$ cat src/rtl/delta_sigma_decimator.sv
// delta_sigma_decimator: sinc^2 (2nd-order CIC) decimator for a 1-bit delta-sigma stream.
// The decimation ratio is a power of two, R = 2**LOG2_RATIO, and the output is unsigned,
// saturated, WIDTH bits wide. A ones-density d produces data_out ~= d * 2**WIDTH.
module delta_sigma_decimator #(
  parameter int unsigned WIDTH      = 9,
  parameter int unsigned LOG2_RATIO = 8
) (
  input  logic             clk,
  input  logic             reset_n,
  input  logic             pulse_in,
  output logic [WIDTH-1:0] data_out,
  output logic             data_valid
);

  // Internal modular width: the comb output spans 0..R^2 and needs one bit above 2*LOG2_RATIO.
  localparam int unsigned N     = 2 * LOG2_RATIO + 1;
  localparam int unsigned Shift = 2 * LOG2_RATIO - WIDTH;

  localparam logic [LOG2_RATIO-1:0] PhaseLast = '1;
  localparam logic [LOG2_RATIO-1:0] PhaseOne  = {{(LOG2_RATIO-1){1'b0}}, 1'b1};
  localparam logic [N-1:0]          SatMax    = {{(N-WIDTH){1'b0}}, {WIDTH{1'b1}}};
  localparam logic [1:0]            WarmDone  = 2'd2;

  // Reject parameter sets whose filter gain cannot cover the output width.
  if (2 * LOG2_RATIO < WIDTH) begin : g_param_check
    $error("delta_sigma_decimator: 2*LOG2_RATIO must be >= WIDTH");
  end

  logic                  s1_q, s_q;
  logic [N-1:0]          i1_q, i2_q;
  logic [LOG2_RATIO-1:0] phase_q;
  logic [N-1:0]          i2_dly_q, c1_dly_q;
  logic [1:0]            warm_q;
  logic [WIDTH-1:0]      data_out_q;
  logic                  data_valid_q;

  logic                  boundary;
  logic                  emit;
  logic [N-1:0]          c1, c2;
  logic [N-1:0]          scaled;
  logic [WIDTH-1:0]      sample;

  // Comb section and output scaling, evaluated from pre-edge register values.
  always_comb begin
    boundary = (phase_q == PhaseLast);
    emit     = boundary && (warm_q == WarmDone);
    // Arithmetic wraps modulo 2^N on purpose; the second difference undoes the integrator
    // wrap-around as long as N covers the true comb output range.
    c1       = i2_q - i2_dly_q;
    c2       = c1 - c1_dly_q;
    scaled   = c2 >> Shift;
    if (scaled > SatMax) begin
      sample = {WIDTH{1'b1}};
    end else begin
      sample = scaled[WIDTH-1:0];
    end
  end

  // Two-flop synchronizer; pulse_in may be asynchronous to clk.
  always_ff @(posedge clk or negedge reset_n) begin
    if (!reset_n) begin
      s1_q <= 1'b0;
      s_q  <= 1'b0;
    end else begin
      s1_q <= pulse_in;
      s_q  <= s1_q;
    end
  end

  // Integrator cascade, running at the full clock rate.
  always_ff @(posedge clk or negedge reset_n) begin
    if (!reset_n) begin
      i1_q <= '0;
      i2_q <= '0;
    end else begin
      i1_q <= i1_q + {{(N-1){1'b0}}, s_q};
      i2_q <= i2_q + i1_q;
    end
  end

  // Decimation phase counter; wraps naturally at R.
  always_ff @(posedge clk or negedge reset_n) begin
    if (!reset_n) begin
      phase_q <= '0;
    end else begin
      phase_q <= phase_q + PhaseOne;
    end
  end

  // Comb delay registers, updated once per decimated sample.
  always_ff @(posedge clk or negedge reset_n) begin
    if (!reset_n) begin
      i2_dly_q <= '0;
      c1_dly_q <= '0;
    end else if (boundary) begin
      i2_dly_q <= i2_q;
      c1_dly_q <= c1;
    end
  end

  // Warm-up counter: the first two decimated samples carry incomplete history.
  always_ff @(posedge clk or negedge reset_n) begin
    if (!reset_n) begin
      warm_q <= '0;
    end else if (boundary && (warm_q != WarmDone)) begin
      warm_q <= warm_q + 2'd1;
    end
  end

  // Output sample register and its one-cycle strobe.
  always_ff @(posedge clk or negedge reset_n) begin
    if (!reset_n) begin
      data_out_q   <= '0;
      data_valid_q <= 1'b0;
    end else begin
      data_valid_q <= emit;
      if (emit) begin
        data_out_q <= sample;
      end
    end
  end

  assign data_out   = data_out_q;
  assign data_valid = data_valid_q;

endmodule

$ cat config.mk
export PLATFORM = sky130hd
export DESIGN_NAME = delta_sigma_decimator
export DESIGN_NICKNAME = d
export VERILOG_FILES = /design/src/rtl/delta_sigma_decimator.sv
export SDC_FILE = /design/constraint.sdc
export NUM_CORES = 1
export LEC_CHECK = 0
export BUFFER_PORTS_ARGS = -buffer_cell sky130_fd_sc_hd__buf_2
export CAP_MARGIN = 15
export CORE_MARGIN = 3
export CORE_UTILIZATION = 23
export CTS_BUF_LIST = sky130_fd_sc_hd__clkbuf_4 sky130_fd_sc_hd__clkbuf_8
export CTS_CLUSTER_SIZE = 20
export DETAILED_ROUTE_END_ITERATION = 16
export SLEW_MARGIN = 20
export SYNTH_ARGS = -nofsm -noshare
export SYNTH_HDL_FRONTEND = slang
export SYNTH_SLANG_ARGS = --single-unit
$ cat constraint.sdc
create_clock -name clk -period 4.5 [get_ports clk]
set_input_delay 0.225 -clock clk [delete_from_list [all_inputs] [get_ports clk]]
set_output_delay 0.225 -clock clk [all_outputs]
set_load 0.05 [all_outputs]
* After elaboration in Yosys (flattened, before gate mapping) *
Index checks and enable logic that the tools add are counted.

word-level totals
  output and inout port bits = 10
  register bits = 90
  input port bits = 3

cells by class
  order comparisons = 1
  add/sub/neg operators = 6
  reductions and logical operators = 2
  mux-type cells = 1
  equality and inequality tests = 3

operators by type and width
  cell                                                                              count
  17-bit subtractor                                                                 2
  17-bit by 1-bit adder with 17-bit output                                          1
  17-bit adder                                                                      1
  10-bit by 9-bit greater-than comparator with 1-bit output, second input constant  1
  9-bit 2-to-1 mux                                                                  1
  8-bit by 1-bit adder with 8-bit output, second input constant                     1
  8-bit == test, second input constant                                              1
  2-bit by 1-bit adder with 2-bit output, second input constant                     1
  2-bit == test, second input constant                                              1
  1-bit logical AND                                                                 2
  2-bit inequality test, second input constant                                      1

* Depth between registers and ports, before layout *
Gate-level depths: netlist of run 1.

  depth in word-level cells = 4
  depth in mapped cells = 19
  gate-level depth less buffers = 19

* Least setup slack after synthesis of run 1 *
No wires, ideal clock.

  path kind = register to register
  from = reg i2_q[1]
  to = reg data_out_q[0], in the netlist data_out[0]
  library setup time = 0.141 ns
  path buffers = 0
  path slack = 0.632 ns
  cell stages (with the launch flop) = 18
  data arrival time = 3.727 ns
  path through = dfrtp_1 ha_1 nor2b_1 o21a_1 o21ai_0 nor3b_1 o31ai_1 a21oi_1 mux2i_1 o211ai_1 ha_1 a21o_1 nand2_1 o31ai_1 a31o_2 o31a_2 xnor2_2 a31oi_1

between the ends
  cells in the longest elaborated chain, start to end = 4

ends and longest elaborated chain
  item                                                       RTL line  source
  start: declaration                                         30        logic [N-1:0] i1_q, i2_q;
  start signal: assignment                                   77        i2_q <= i2_q + i1_q;
  17-bit subtractor                                          49        c1 = i2_q - i2_dly_q;
  net c1[13]                                                 39        logic [N-1:0] c1, c2;
  17-bit subtractor                                          50        c2 = c1 - c1_dly_q;
  10-bit by 9-bit greater-than comparator with 1-bit output  52        if (scaled > SatMax) begin
  9-bit 2-to-1 mux                                           52
  end signal: assignment                                     118       data_out_q <= sample;
  end: declaration                                           34        logic [WIDTH-1:0] data_out_q;

The timed path passes the listed nets, and every way through them passes these cells.
A chain may end at the register's enable or synchronous reset.

* Worst setup path in the final report of run 1 *
  from = reg i2_q[0]
  to = reg data_out_q[4], in the netlist data_out[4]

Same word-level chain as after synthesis.

==> impl_metrics.yaml, run 1 <==
outcome:
  result_of_the_run: "finished, final reports clean"
global_route:
  grt_usage: 0.0842
  largest_net_degree_at_the_start_of_global_routing: 54
  grt_remaining_overflow: 0
  grt_first_pass_wirelength_microns: 16800
  antenna_found_initial: 0
  via_count_of_the_first_global_routing_pass: 3579
power_and_ir_drop:
  ir_worst_vdd_mv: 0.253
  total_switching_power_uw: 1480
  cellLeakagePower_uw: 0.00270
  power.density_mw_per_mm2: 610
  power.combinational.fraction: 0.558
  power_frac_clock: 0.168
  switching_share: 0.414
  power_report.internal_total_uw: 2100
  seq_power_share: 0.274
timing:
  fin_ws_ns: 0.408
  final-max-slew-violation-count: 0
  tightest_slew_ns: 0.762
  period_needed_ns: 4.09
  timing.setup.tns_ns: 0
  fin_skew_ns: 0.00964
  final_setup_violations: 0
  hold_viol_final: 0
  grt_setup_unrepaired: "false"
  slew_headroom: 0.488
  max_freq_mhz: 244
  layout_worst_path_cycle_share: 0.909
floorplanning:
  initial_core_util: 0.237
  floorplan.die.width_microns: 157
  io_pins: 13
  num_rows: 54
  floorplan.die.height_microns: 157
  core_area_sq_mm: 0.0220
  dieArea_sq_mm: 0.0245
setup_path:
  worst_r2r_dst: "data_out[4]"
  critical_path_buf_inv_count: 1
  critPathMaxFanout: 9
  timing.critical_path.max_delay_family: "compound AO/OA/AOI/OAI gates"
  cp_cell_instances: "inv_1 > ha_1 > fa_1 > nor2b_4 > o31a_2 > a41oi_2 > o31a_1 > nor2b_1 > o21bai_1 > xor2_1 > ha_1 > and3_1 > a31o_2 > o31a_2 > xnor2_4 > a31oi_1"
  crit_path_max_incr_delay_ns: 0.44
  endpoint_kind: "flip-flop"
  timing.critical_path.required_ns: 4.75
  worst-path-stages: 16
  cp_data_arrival_time_ns: 4.34
  critPathLaunch: "i2_q[0]"
  rr_worst_depth: 16
  r2r_setup_slack_ns: 0.41
  slowest_stage: "fa_1"
  startpoint_class_of_the_critical_path: "flip-flop"
  crit_type: "reg -> reg"
  reg2reg_from: "i2_q[0]"
  endpoint: "data_out[4]"
synthesis:
  synth.yosys.seq_area_share: 0.432
  post_synth_mux_area_share: 0.00624
  synth_top_area_cell: "dfrtp_1"
  synth_area_leaders: "dfrtp_1 (43%), ha_1 (12%), xnor2_1 (5.5%), o21ai_0 (4.3%), nand2_1 (3.8%)"
  synth_async_sr_flop_share: 1.00
  post_synthesis_mean_instance_area_sq_um: 9.76
  post_synth_edffs: 0
  yosys.area_share.adder: 0.130
  synth_largest_type_area_fraction: 0.432
  mappedNetlistArea_sq_mm: 0.00521
  post_synth_and_or_nand_nor_area_fraction: 0.134
  synth_compound_area_frac: 0.161
  synth_top_family_by_area: "compound AO/OA/AOI/OAI gates"
  ys_dominant_reg_cell: "dfrtp_1"
  synthXorXnorAreaFrac: 0.0987
  syn_inst: 534
  ys_warn_count: 0
  synthDistinctLibCells: 51
  syn_nets: 590
  synth-seq-cells: 90
finish:
  post_route_cells_drive_above_1_share: 0.0844
  syn2layout_area_growth_pct: 12.7
  layout.nets: 608
  insertedDiodeCount: 0
placement:
  gp_routability_congestion: 0.777
  post-dp-hpwl_microns: 6790
  pre_cts_setup_slack_ns: 0.185
  io_buffer_count: 12
cts:
  cts_tree: "done"
  cts_inserted_buffers: 9
  clk-insertion-delay-late_ns: 0.38
  worst_setup_hold_path_clk_slew_ns: 0.09
  cts_num_sinks: 90
  clock_tree.htree_level_count: 3
  cts_buffer_depth: 2
  clockRootBuffer: "clkbuf_8"
drt:
  drc: 0
  drt_iter0_markers: 197
  drt_first_pass_iters: 4
  wl_microns: 9230
  postRouteAntennaNets: 0
  drt-wirelength-per-cell_microns: 11.0
  via_per_inst: 4.29
  route.vias.total: 3594
job:
  maxCapViolCount: 0
hold_path:
  worst_hold_path_type: "reg -> reg"
-- cell type report --
cell class / count / area, sq um
clock buffers: 11 / 151
well taps: 280 / 350
repair buffers: 16 / 97.6
fillers: 2348 / 16200
inverters: 44 / 165
clock inverters: 5 / 67.6
multi-input cells: 391 / 2790
flip-flops and latches: 90 / 2250
-- per-stage QoR --
stage	cell area (sq um)	hold WS [ns]	power, uW	instances	utilization
CTS	5850	0.358	3570	837	0.265
detailed placement	5610	0.331	2940	819	0.255
floorplan	5210	-0.0706	2570	534	-
finish	5870	0.356	3580	837	0.267
global placement	5610	0.320	2930	819	0.255
global route	5870	0.360	3980	837	0.267
-- metal layers --
metal | wire, microns | GRT usage | up-vias | part of all wire
li1 | - | - | 1897 | -
met2 | 3940 | 0.128 | 26 | 0.43
met3 | 314 | 0.0329 | 7 | 0.034
met4 | 88 | 0.0196 | 0 | 0.0095
met5 | 0 | 0 | - | 0
met1 | 4880 | 0.113 | 1664 | 0.53
-- layout by cell type (no fill, tap or decap), types with 4 or more instances in the layout --
cell type	netlist	layout
nand2_1	53	53
a31oi_1	11	11
a21o_1	8	8
clkbuf_8	0	11
nand3_1	14	14
xor2_1	22	22
o21a_1	8	8
xnor2_1	33	33
a21boi_0	5	5
dfrtp_1	90	90
and3_1	13	12
nand2b_1	4	4
a21oi_1	26	25
or3_1	4	4
nor2_1	29	29
inv_1	43	43
o21ai_0	45	45
nand4_1	6	6
nor2b_1	8	8
buf_2	0	11
o31ai_1	7	6
ha_1	51	51
-- worst register-to-register path, delay by kind of cell, from the launching register on --
family / cells / cell delay, ns
DFF: 1 / 0.36
and+or+nand+nor: 3 / 0.47
buffers and inverters: 1 / 0.06
adders and majority gates: 3 / 0.96
AOI/OAI and AO/OA: 7 / 1.63
xor gates and xnor gates: 2 / 0.49
-- cell usage after synthesis (2+ instances only) --
cell / count
and2_1: 3
o31ai_1: 7
clkbuf_1: 7
a21boi_0: 5
xor2_1: 22
and3_1: 13
nor2b_1: 8
nand4_1: 6
nand2_1: 53
nor3b_1: 2
o31a_1: 2
a21oi_1: 26
or3_1: 4
inv_1: 43
buf_1: 2
a21o_1: 8
nor3_1: 3
dfrtp_1: 90
nand2b_1: 4
a31oi_1: 11
ha_1: 51
nor2_1: 29
fa_1: 2
o22ai_1: 2
o21ai_0: 45
mux2_2: 2
nand3_1: 14
xnor2_1: 33
a211oi_1: 3
o31a_2: 2
o21a_1: 8
o211ai_1: 3
o21bai_1: 2
xnor2_2: 2
-- sequential cells by signal, summed over array words and instances (netlist names) --
signal and count:
phase_q 8, i2_q 17, warm_q 2, s1_q 1
i1_q 17, data_out 9, c1_dly_q 17, i2_dly_q 17
data_valid 1, s_q 1
-- power groups by stage --
stage          Combinational, uW  Clock (uW)  Sequential [uW]
6_report                    2000         603              981
5_1_grt                     2310         669              996
4_1_cts                     1950         634              983
3_5_place_dp                1940           0              997
2_1_floorplan               1600           0              969
3_3_place_gp                1930           0              996
-- timing repair --
item / CTS / global route
resized for setup: 0 / 4
hold buffers: 2 / 0
endpoints found under the hold margin: 53 / 0
setup buffers: 0 / 0
setup endpoints to repair: 0 / 9
-- cells by family after synthesis --
logic type / Yosys count
mux: 3
simple gates: 145
compound gates: 133
buf+inv: 53
fa+ha+maj: 53
xor+xnor: 57
flops: 90
-- worst min-delay path by stage --
stage	startpoint	endpoint	slack [ns]	cells past startpoint
after floorplan	reset_n	c1_dly_q[0]	-0.07	0
after global placement	reset_n	data_out[0]	0.32	1
after detailed placement	reset_n	data_out[0]	0.33	1
after CTS	s1_q	s_q	0.36	0
after global routing	s1_q	s_q	0.36	0
final	s1_q	s_q	0.36	0
No activity file was read; power rests on OpenSTA's default activity.
==> run 2, diff against run 1 <==
==> constraint.sdc (replaced) <==
create_clock -name clk -period 4.5 [get_ports clk]
set_input_delay 0.675 -clock clk [delete_from_list [all_inputs] [get_ports clk]]
set_output_delay 0.675 -clock clk [all_outputs]
set_load 0.05 [all_outputs]
==> run 2 against run 1 <==
Combinational power barely moved. Core utilization down 0.14 points. Routed wire length increased by 0.93%. Critical path depth is the same. Clock power decreased by 2%. Register-to-register slack got worse by 0.02 ns. Sequential power barely moved. First-iteration DRC count is 2.5% higher. Sequential share of layout area rose by 0.20 points. Critical path type unchanged.
==> impl_metrics.yaml, run 2 (same netlist as run 1, synthesis figures left out) <==
power_and_ir_drop:
  power.density_mw_per_mm2: 610
  cellLeakagePower_uw: 0.00269
  ir_worst_vdd_mv: 0.281
finish:
  leading_cell_type_in_the_layout_fill_and_taps_excluded: "dfrtp_1"
  layout.nets: 606
  most-common-layout-cells: "dfrtp_1 (90), nand2_1 (53), ha_1 (51)"
  syn2layout_area_growth_pct: 12.1
  finish.utilization: 0.265
  post_route_cells_drive_above_1_share: 0.0847
  insertedDiodeCount: 0
timing:
  tightest_slew_ns: 0.773
  slew_headroom: 0.480
  final-max-slew-violation-count: 0
  final_setup_violations: 0
  timing.setup.tns_ns: 0
  layout_worst_path_cycle_share: 0.913
  period_needed_ns: 4.11
  fin_skew_ns: 0.0121
  hold_viol_final: 0
  max_freq_mhz: 243
  grt_setup_unrepaired: "false"
setup_path:
  endpoint_kind: "flip-flop"
  critPathMaxFanout: 9
  crit_type: "reg -> reg"
  timing.critical_path.required_ns: 4.74
  reg2reg_from: "i2_q[0]"
  cp_data_arrival_time_ns: 4.35
  startpoint_class_of_the_critical_path: "flip-flop"
  critPathLaunch: "i2_q[0]"
global_route:
  grt_first_pass_wirelength_microns: 16900
  via_count_of_the_first_global_routing_pass: 3534
  grt_remaining_overflow: 0
  largest_net_degree_at_the_start_of_global_routing: 60
  antenna_found_initial: 0
  grt_usage: 0.0846
floorplanning:
  num_rows: 54
  initial_core_util: 0.237
  core_area_sq_mm: 0.0220
  io_pins: 13
  dieArea_sq_mm: 0.0245
  floorplan.die.width_microns: 157
  floorplan.die.height_microns: 157
outcome:
  result_of_the_run: "finished, final reports clean"
drt:
  drc: 0
  drt_first_pass_iters: 4
  via_per_inst: 4.33
  postRouteAntennaNets: 0
  drt_iter0_markers: 202
  drt-wirelength-per-cell_microns: 11.2
  wl_microns: 9320
  route.vias.total: 3613
cts:
  clk-insertion-delay-late_ns: 0.37
  cts_buffer_depth: 2
  cts_inserted_buffers: 9
  worst_setup_hold_path_clk_slew_ns: 0.09
  cts_setup_buffers: 0
  clock_tree.htree_level_count: 3
  cts_tree: "done"
  cts_num_sinks: 90
  clockRootBuffer: "clkbuf_8"
placement:
  io_buffer_count: 12
  post-dp-hpwl_microns: 6840
  gp_routability_congestion: 0.783
hold_path:
  hold_path.startpoint: "s1_q"
  worst_hold_path_type: "reg -> reg"
job:
  maxCapViolCount: 0
## run 2: metal layers
layer	GRT usage	part of all wire
met5	0	0
met4	0.0288	0.015
met3	0.0252	0.035
met2	0.130	0.43
met1	0.114	0.52
## run 2: final timing paths
check | end | slack [ns] | depth (start not counted)
max | data_out[4] | 0.39 | 16
min | s_q | 0.35 | 0
max reg2reg | data_out[4] | 0.39 | 16
min reg2reg | s_q | 0.35 | 0
max in group asynchronous | i2_q[12] | 3.23 | 2
min in group asynchronous | c1_dly_q[4] | 0.37 | 1
## run 2: cell type report
| type | instances | area [sq um] |
|---|---|---|
| Timing Repair Buffer | 14 | 77.6 |
| Multi-Input combinational cell | 391 | 2790 |
| Clock inverter | 6 | 71.3 |
| Clock buffer | 10 | 138 |
| Tap cell | 280 | 350 |
| Inverter | 44 | 165 |
| Sequential cell | 90 | 2250 |
| Fill cell | 2338 | 16200 |
## run 2: where the power goes
group / switching [uW] / total [uW] / internal [uW]
registers: 85.1 / 981 / 896
logic: 1090 / 1990 / 904
clock network: 310 / 588 / 279
total: 1480 / 3560 / 2080
## run 2: through the flow
step	hold WS (ns)	cell area (sq um)	std cells	worst slack [ns]	total power, uW
3_5_place_dp	0.336	5610	819	0.171	2960
6_report	0.355	5840	835	0.391	3560
4_1_cts	0.358	5820	835	0.118	3570
5_1_grt	0.371	5840	835	0.0174	3940
2_1_floorplan	0.331	5210	534	0.632	2570
3_3_place_gp	0.333	5610	819	0.224	2920
## run 2: what timing repair did
item,CTS,global route
gates resized for setup,0,4
hold buffers,0,0
setup endpoints to repair,0,9
## run 2: worst max-delay path, stage by stage, from the launching register on
cell	delay [ns]
dfrtp_1	0.36
inv_1	0.06
ha_1	0.23
fa_1	0.44
nor2b_4	0.14
o31a_2	0.16
a41oi_2	0.17
o31a_1	0.36
nor2b_1	0.16
o21bai_1	0.17
xor2_1	0.25
ha_1	0.31
and3_1	0.16
a31o_2	0.27
o31a_2	0.37
xnor2_4	0.26
a31oi_1	0.13
==> run 3, diff against run 2 <==
--- a/config.mk
+++ b/config.mk
@@ -5,10 +5,10 @@
 export SDC_FILE = /design/constraint.sdc
 export NUM_CORES = 1
 export LEC_CHECK = 0
-export BUFFER_PORTS_ARGS = -buffer_cell sky130_fd_sc_hd__buf_2
+export BUFFER_PORTS_ARGS = -buffer_cell sky130_fd_sc_hd__clkbuf_2
 export CAP_MARGIN = 15
 export CORE_MARGIN = 3
-export CORE_UTILIZATION = 23
+export CORE_UTILIZATION = 30
 export CTS_BUF_LIST = sky130_fd_sc_hd__clkbuf_4 sky130_fd_sc_hd__clkbuf_8
 export CTS_CLUSTER_SIZE = 20
 export DETAILED_ROUTE_END_ITERATION = 16
==> run 3 against run 2 <==
Hold slack worse by 0.011 ns. Critical endpoint is now data_out[1]. Worst setup slack worse by 0.074 ns. Flip-flop and latch count unchanged. First-iteration DRC count is 12% higher. Power grew 3.1%. Via count up 1.0%. Largest cell class unchanged. Count of clock-buffer cells in the layout decreased by 1. Final cell count shrank 7.2%. Core utilization is 8.0 points higher.
==> impl_metrics.yaml, run 3 (same netlist as run 1, synthesis figures left out) <==
timing:
  period_needed_ns: 4.18
  grt_setup_unrepaired: "false"
  fin_skew_ns: 0.0113
  tightest_slew_ns: 0.728
  max_freq_mhz: 239
  final_setup_violations: 0
  slew_headroom: 0.514
  timing.setup.tns_ns: 0
  hold_viol_final: 0
  final-max-slew-violation-count: 0
  layout_worst_path_cycle_share: 0.930
drt:
  wl_microns: 9540
  drt-wirelength-per-cell_microns: 12.3
  postRouteAntennaNets: 0
  drt_iter0_markers: 227
  drc: 0
  route.vias.total: 3650
  drt_first_pass_iters: 4
  via_per_inst: 4.71
setup_path:
  rr_worst_depth: 16
  timing.critical_path.required_ns: 4.75
  cp_cell_instances: "inv_1 > ha_1 > nor2b_1 > o21a_1 > o21ai_0 > nor3b_2 > o31ai_1 > xor2_1 > ha_1 > a21o_1 > a211oi_1 > o31ai_1 > a31o_2 > o31a_2 > xnor2_4 > a31oi_1"
  crit_path_max_incr_delay_ns: 0.50
  startpoint_class_of_the_critical_path: "flip-flop"
  critical_path_buf_inv_count: 1
  reg2reg_from: "i2_dly_q[1]"
  crit_type: "reg -> reg"
  cp_data_arrival_time_ns: 4.43
  critPathMaxFanout: 9
  endpoint_kind: "flip-flop"
  critPathLaunch: "i2_dly_q[1]"
  timing.critical_path.max_delay_family: "compound AO/OA/AOI/OAI gates"
  worst-path-stages: 16
  r2r_setup_slack_ns: 0.32
  slowest_stage: "o31ai_1"
cts:
  cts_repair_resize_count: 0
  clockRootBuffer: "clkbuf_8"
  cts_num_sinks: 90
  worst_setup_hold_path_clk_slew_ns: 0.09
  cts_setup_buffers: 0
  clk-insertion-delay-late_ns: 0.38
  clock_tree.htree_level_count: 3
  ctsHoldBuffers: 0
  cts_tree: "done"
  cts_inserted_buffers: 9
  cts_buffer_depth: 2
floorplanning:
  initial_core_util: 0.310
  dieArea_sq_mm: 0.0190
  core_area_sq_mm: 0.0168
  num_rows: 47
  floorplan.die.width_microns: 138
  io_pins: 13
  floorplan.die.height_microns: 138
hold_path:
  worst_hold_path_type: "in -> async"
power_and_ir_drop:
  ir_worst_vdd_mv: 0.274
  power.density_mw_per_mm2: 633
  cellLeakagePower_uw: 0.00270
placement:
  gp_routability_congestion: 0.845
  io_buffer_count: 12
  post-dp-hpwl_microns: 7130
global_route:
  grt_remaining_overflow: 0
  grtUsageMet3: 0.0226
  antenna_found_initial: 0
  met2_usage: 0.178
  grt_first_pass_wirelength_microns: 16700
  grt_usage: 0.110
  grt.busiest_layer: "met2"
  via_count_of_the_first_global_routing_pass: 3628
  grt_util_met1: 0.140
  largest_net_degree_at_the_start_of_global_routing: 61
job:
  maxCapViolCount: 0
finish:
  most-common-layout-cells: "dfrtp_1 (90), nand2_1 (53), ha_1 (51)"
  nFillCells: 1760
  syn2layout_area_growth_pct: 11.3
  finish.utilization: 0.345
  layout.nets: 606
  post_route_cells_drive_above_1_share: 0.0811
  insertedDiodeCount: 0
  leading_cell_type_in_the_layout_fill_and_taps_excluded: "dfrtp_1"
outcome:
  result_of_the_run: "finished, final reports clean"
run 3: cell types whose count changed in the layout (fill, tap and decap cells not counted):
cell        before  now
and3_1          12   13
and3_2           1    0
buf_2           11    0
bufinv_16        1    3
clkbuf_2         0   11
clkbuf_8        10    9
clkinv_2         1    0
clkinv_4         0    3
clkinvlp_4       1    0
inv_6            2    1
inv_8            1    0
o31ai_1          6    7
o31ai_2          1    0
run 3: worst reg2reg max path, cell delays in order (launching register included):
cell and delay, ns:
dfrtp_1 0.38, inv_1 0.07, ha_1 0.27, nor2b_1 0.14, o21a_1 0.14, o21ai_0 0.12
nor3b_2 0.19, o31ai_1 0.50, xor2_1 0.26, ha_1 0.32, a21o_1 0.21, a211oi_1 0.33
o31ai_1 0.13, a31o_2 0.25, o31a_2 0.37, xnor2_4 0.25, a31oi_1 0.13
run 3: metal layers:
layer / wire length, microns / vias up
met5: 0 / -
met4: 196 / 0
met3: 301 / 12
met2: 4320 / 48
met1: 4720 / 1695
li1: - / 1895
run 3: where the power goes:
| part | switching, uW | leakage [uW] | internal, uW |
|---|---|---|---|
| logic | 1100 | 0.00137 | 907 |
| clock network | 303 | 0.000124 | 373 |
| registers | 87.1 | 0.00120 | 896 |
| total | 1500 | 0.00270 | 2180 |
run 3: cell type report:
cell class	instances	area (sq um)	share of cell area
Timing Repair Buffer	14	77.6	0.0134
Tap cell	220	275	0.0475
Sequential cell	90	2250	0.388
Clock buffer	9	124	0.0214
Clock inverter	7	125	0.0216
Inverter	44	165	0.0285
Multi-Input combinational cell	391	2780	0.479
run 3: stage by stage:
step / cells / hold WS [ns] / area [sq um] / total power (uW) / setup slack, ns
2_1_floorplan: 534 / 0.331 / 5210 / 2570 / 0.632
3_3_place_gp: 759 / 0.332 / 5530 / 2890 / 0.298
3_5_place_dp: 759 / 0.340 / 5530 / 2960 / 0.160
4_1_cts: 775 / 0.362 / 5780 / 3660 / 0.115
5_1_grt: 775 / 0.374 / 5800 / 4020 / 0.0392
6_report: 775 / 0.344 / 5800 / 3670 / 0.317
run 3: worst paths after layout:
check,to
hold / removal,c1_dly_q[3]
min in group clk,s_q
max in group asynchronous,phase_q[5]
hold reg to reg,s_q
setup / recovery,data_out[1]
setup reg to reg,data_out[1]
